--- config.mk ---
export PLATFORM = sky130hd
export DESIGN_NAME = riscv_coredpathbypassscoreboard
export DESIGN_NICKNAME = d
export VERILOG_FILES = /design/src/rtl/riscv_coredpathbypassscoreboard.sv
export SDC_FILE = /design/constraint.sdc
export NUM_CORES = 1
export LEC_CHECK = 0
export BUFFER_PORTS_ARGS = -buffer_cell sky130_fd_sc_hd__buf_2
export CAP_MARGIN = 20
export CORE_ASPECT_RATIO = 0.9
export CORE_MARGIN = 1.5
export CORE_UTILIZATION = 58
export DETAILED_ROUTE_END_ITERATION = 8
export PLACE_DENSITY = 0.85
export SYNTH_ARGS = -nofsm -noshare
export SYNTH_HDL_FRONTEND = slang
export SYNTH_SLANG_ARGS = --single-unit
--- constraint.sdc ---
create_clock -name clk -period 3.2 [get_ports clk]
set_input_delay 0.16 -clock clk [delete_from_list [all_inputs] [get_ports clk]]
set_output_delay 0.16 -clock clk [all_outputs]
set_load 0.02 [all_outputs]
--- src/rtl/riscv_coredpathbypassscoreboard.sv ---
// Bypass/interlock scoreboard for the 5-stage core: shadows destination state of
// in-flight instructions in X..W, drives operand source selects and the RAW interlock.
module riscv_coredpathbypassscoreboard #(
  parameter int unsigned NUM_READ = 2,
  parameter int unsigned NUM_STG  = 3,
  parameter int unsigned LOAD_RDY = 2,
  parameter int unsigned CNT_W    = 32
) (
  input  logic                    clk,
  input  logic                    reset,
  input  logic                    issue_val_Dhl,
  input  logic                    issue_wen_Dhl,
  input  logic [4:0]              issue_waddr_Dhl,
  input  logic [1:0]              issue_kind_Dhl,
  input  logic [NUM_READ-1:0]     rs_used_Dhl,
  input  logic [5*NUM_READ-1:0]   rs_addr_Dhl,
  input  logic                    ext_stall_Dhl,
  input  logic                    squash_Dhl,
  input  logic [NUM_STG-1:0]      stall_stg,
  input  logic                    muldivresp_val,
  input  logic                    cnt_clr,
  output logic [3*NUM_READ-1:0]   rs_src_Dhl,
  output logic                    raw_stall_Dhl,
  output logic [CNT_W-1:0]        raw_stall_cnt
);

  typedef enum logic [1:0] {
    KIND_ALU    = 2'd0,
    KIND_LOAD   = 2'd1,
    KIND_MULDIV = 2'd2,
    KIND_RSVD   = 2'd3
  } kind_e;

  logic [NUM_STG:1]    stg_val;
  logic [NUM_STG:1]    stg_wen;
  logic [NUM_STG:1]    stg_rdy;
  logic [4:0]          stg_waddr [1:NUM_STG];
  kind_e               stg_kind  [1:NUM_STG];
  logic [NUM_READ-1:0] port_stall;
  logic                fire;

  // Result availability per stage for the producer currently shadowed there.
  always_comb begin
    stg_rdy = '0;
    for (int unsigned k = 1; k <= NUM_STG; k++) begin
      case (stg_kind[k])
        KIND_LOAD:   stg_rdy[k] = stg_val[k] && stg_wen[k] && (k >= LOAD_RDY);
        KIND_MULDIV: stg_rdy[k] = stg_val[k] && stg_wen[k] && ((k > 1) || muldivresp_val);
        default:     stg_rdy[k] = stg_val[k] && stg_wen[k];
      endcase
    end
  end

  // Scan oldest to youngest so the youngest matching producer overrides older ones.
  always_comb begin
    rs_src_Dhl = '0;
    port_stall = '0;
    for (int unsigned i = 0; i < NUM_READ; i++) begin
      if (rs_used_Dhl[i] && (rs_addr_Dhl[5*i +: 5] != 5'd0)) begin
        for (int unsigned k = NUM_STG; k >= 1; k--) begin
          if (stg_val[k] && stg_wen[k] && (stg_waddr[k] == rs_addr_Dhl[5*i +: 5])) begin
            rs_src_Dhl[3*i +: 3] = stg_rdy[k] ? 3'(k) : 3'd0;
            port_stall[i]        = ~stg_rdy[k];
          end
        end
      end
    end
  end

  assign raw_stall_Dhl = issue_val_Dhl & (|port_stall);
  assign fire = issue_val_Dhl & ~raw_stall_Dhl & ~ext_stall_Dhl & ~squash_Dhl;

  always_ff @(posedge clk or posedge reset) begin
    if (reset) begin
      stg_val <= '0;
      stg_wen <= '0;
      for (int unsigned k = 1; k <= NUM_STG; k++) begin
        stg_waddr[k] <= '0;
        stg_kind[k]  <= KIND_ALU;
      end
    end else begin
      if (!stall_stg[0]) begin
        stg_val[1]   <= fire;
        stg_wen[1]   <= issue_wen_Dhl;
        stg_waddr[1] <= issue_waddr_Dhl;
        stg_kind[1]  <= kind_e'(issue_kind_Dhl);
      end
      // A held upstream stage leaves a bubble behind in the stage it would feed.
      for (int unsigned k = 2; k <= NUM_STG; k++) begin
        if (!stall_stg[k-1]) begin
          stg_val[k]   <= stall_stg[k-2] ? 1'b0 : stg_val[k-1];
          stg_wen[k]   <= stg_wen[k-1];
          stg_waddr[k] <= stg_waddr[k-1];
          stg_kind[k]  <= stg_kind[k-1];
        end
      end
    end
  end

  always_ff @(posedge clk or posedge reset) begin
    if (reset) begin
      raw_stall_cnt <= '0;
    end else if (cnt_clr) begin
      raw_stall_cnt <= '0;
    end else if (issue_val_Dhl && raw_stall_Dhl && (raw_stall_cnt != '1)) begin
      raw_stall_cnt <= raw_stall_cnt + 1'b1;
    end
  end

endmodule

==> results.py <==
metrics = {
    "run_status": {
        "status": "complete, no violations",
    },
    "setup_path": {
        "crit_fanout": 24,
        "required_ns": 3.44,
        "cp.arrival_ns": 2.82,
        "rr_endpoint": "raw_stall_cnt[7]",
        "path_cells": "xnor2_1 -> nand2_1 -> nand4bb_1 -> a211o_1 -> buf_4 -> or4_1 -> a21oi_1",
        "crit_family": "simple AND/OR/NAND/NOR gates",
        "path_buf_inv": 1,
        "crit_path_max_incr_delay_ns": 0.59,
        "rr_startpoint": "stg_waddr[14]",
        "cp_slowest_cell": "a211o_1",
        "end_kind": "flop",
        "rr_worst_depth": 7,
        "r2r_slack_ns": 0.62,
        "crit_path_start_kind": "flop",
        "worstSetupPathType": "reg2reg",
    },
    "power": {
        "combPwrFrac_pct": 11.6,
        "power_mw": 1.50,
        "internal_power_mw": 1.13,
        "swShare_pct": 24.3,
        "power_frac_seq_pct": 52.3,
        "p_switching_mw": 0.364,
        "clkPwrFrac_pct": 36.2,
        "cellLeakagePower_nw": 1.61,
        "p_per_area_nw_per_um2": 400,
        "max-vdd-ir-drop_mv": 0.477,
    },
    "logic_synthesis": {
        "yosysSeqAreaShare_pct": 41.7,
        "syn_inst": 338,
        "synth_top_cell_by_area": "dfrtp_1",
        "ys_top_cells_by_area": "dfrtp_1, mux2_2, xor2_1, a21oi_1, nand4_1",
        "ys_warn_count": 0,
        "synth_edf_count": 0,
        "synth_top_area_share_pct": 41.7,
        "syn-cell-area_sq_um": 3300,
        "synth_seq_cells": 55,
        "syn_area_per_cell_sq_um": 9.75,
        "synth_flop_cell": "dfrtp_1",
        "async_reset_ff_share_pct": 100,
        "ys_types": 49,
    },
    "clock_tree": {
        "root_buffer": "clkbuf_8",
        "cts_tree": "built",
        "clock-sinks": 55,
        "cts_resized": 0,
        "cts_buffer_depth": 2,
        "path_clk_slew_ns": 0.10,
        "cts_made_buffers": 5,
        "post_cts_buffers": 0,
        "postCtsHoldBufs": 0,
        "h-tree-depth": 2,
        "worstSkewPairLatency_ns": 0.31,
    },
    "final_layout": {
        "area_growth_pct": 13.7,
        "num_antenna_cells": 0,
        "drive_above_1_share_pct": 26.4,
        "layout.nets": 429,
        "fillCellCount": 415,
    },
    "sta": {
        "fmax_mhz": 388,
        "fin_setup_tns_ns": 0,
        "worst_clock_skew_ns": 0.0114,
        "setup_viol": 0,
        "fin_hold_ws_ns": 0.0215,
        "finalMaxSlewViolations": 0,
        "fin_crit_ns": 2.58,
        "rsz0062_at_grt": "no",
        "timing.final.hold_violations": 0,
        "finalCritPeriodShare_pct": 80.6,
        "max_slew_margin_pct": 42.2,
        "worst_slack_ns": 0.620,
        "worst_pin_slew_ns": 0.865,
    },
    "routing": {
        "drt-pass1-iter-count": 4,
        "via_per_inst": 6.26,
        "antenna_left": 0,
        "routed_wl_um": 7930,
        "num_vias": 2913,
        "wl_per_cell_um": 17.1,
        "drcViolationCount": 0,
        "drt_iter0_markers": 184,
    },
    "grt": {
        "antenna_found_initial": 0,
        "grtUsageTotal_pct": 27.1,
        "grt_pass1_wl_um": 12700,
        "grtUsageMet2_pct": 41.7,
        "grtUsageMet3_pct": 4.91,
        "grt_max_degree": 44,
        "grt_overflow": 0,
        "grtUsageMet1_pct": 39.5,
        "grt-busiest-layer": "met2",
        "grt_pass1_vias": 2620,
    },
    "die": {
        "ios": 69,
        "initial_core_util_pct": 61.3,
        "die_area_sq_um": 6150,
        "die_h_um": 74.5,
        "dieWidth_um": 82.5,
        "num_rows": 25,
        "core_sq_um": 5380,
    },
    "place": {
        "dp.final_hpwl_um": 5790,
        "port_buffers": 66,
        "pre_cts_slack_ns": 0.648,
        "globalplace.congestion": 0.935,
    },
    "job": {
        "maxCapViolCount": 0,
    },
    "worst_hold_path": {
        "hp-class": "in2async",
    },
}
-- cell families after synthesis --
logic type	count (synthesis)	share of synthesized area, %
compound gates	69	12.5
other cells	1	0.114
fa+ha+maj	2	0.759
simple gates	131	24.0
flops	55	41.7
mux	24	8.16
buf+inv	26	4.74
xor+xnor	30	7.97
-- power groups by stage --
| stage | combinational [mW] | sequential (mW) | clock, mW |
|---|---|---|---|
| after floorplan | 0.132 | 0.779 | 0 |
| after global placement | 0.168 | 0.792 | 0 |
| after detailed placement | 0.174 | 0.795 | 0 |
| after CTS | 0.175 | 0.781 | 0.549 |
| after global routing | 0.195 | 0.788 | 0.577 |
| final | 0.174 | 0.783 | 0.542 |
-- sequential cells by signal (all words and copies together) (netlist names) --
signal         flops
stg_wen            3
stg_waddr         15
stg_val            3
stg_kind           2
raw_stall_cnt     32
-- per-stage QoR --
stage	cells	util, %	area, sq um
after floorplan	339	-	3300
after CTS	465	69.7	3750
after global placement	457	67.2	3610
final	465	69.7	3750
after detailed placement	457	67.2	3610
after global routing	465	69.7	3750
-- cell usage after synthesis, drive strengths merged, types with 2 or more instances --
library cell  number
nand4             18
o21ai             16
o31ai             11
nand4b             3
or4b               2
ha                 2
nor3               3
or3               14
mux2              23
xor2              22
a21oi             31
a22o               2
nor2b              3
inv                7
a211oi             2
nand2             19
and3               3
or4               15
nand3             12
nor4              11
xnor2              8
buf               10
o41ai              4
clkbuf             8
dfrtp             55
and3b              2
nor2              21
nand4bb            2
-- per-layer routing --
| layer | wire, um | share of wire (%) |
|---|---|---|
| met1 | 3690 | 47 |
| met2 | 3760 | 47 |
| met3 | 437 | 5.5 |
| met4 | 42 | 0.53 |
| met5 | 0 | 0 |
-- worst max path at each step --
| stage | from | endpoint | slack, ns | cells past startpoint |
|---|---|---|---|---|
| after floorplan | raw_stall_cnt[0] | raw_stall_cnt[9] | 0.99 | 7 |
| after global placement | stg_waddr[12] | raw_stall_cnt[4] | 0.73 | 7 |
| after detailed placement | stg_waddr[13] | raw_stall_cnt[4] | 0.65 | 7 |
| after CTS | stg_waddr[13] | raw_stall_cnt[7] | 0.64 | 7 |
| after global routing | stg_waddr[13] | raw_stall_cnt[19] | 0.47 | 7 |
| final | stg_waddr[14] | raw_stall_cnt[7] | 0.62 | 7 |
-- area by class of cell --
class	count	area, sq um	share of cell area (%)
clock buffer	6	72.6	1.94
timing repair buffer	70	360	9.62
sequential	55	1380	36.7
tap	67	83.8	2.24
multi-input combinational	258	1770	47.2
clock inverter	2	60.1	1.60
inverter	7	26.3	0.701
-- cells in the final DEF (no fill, tap or decap), types with 2 or more instances in the layout --
cell type	instances
nor2b_1	3
or4b_1	2
a211oi_1	2
a21oi_1	31
mux2_2	20
ha_1	2
inv_1	6
nor4_1	10
nand4bb_1	2
nand4_1	17
nor2_1	20
dfrtp_1	55
nand3_1	12
conb_1	2
a22o_1	2
buf_4	4
or4_1	14
xor2_1	22
clkbuf_8	5
buf_2	66
and3b_1	2
mux2_1	3
o21ai_1	2
nor3_1	2
nand4b_1	3
bufinv_16	2
o41ai_1	4
and3_1	2
o21ai_0	14
xnor2_1	8
or3_1	14
o31ai_1	11
nand2_1	19
(Power assumes the default switching activity.)
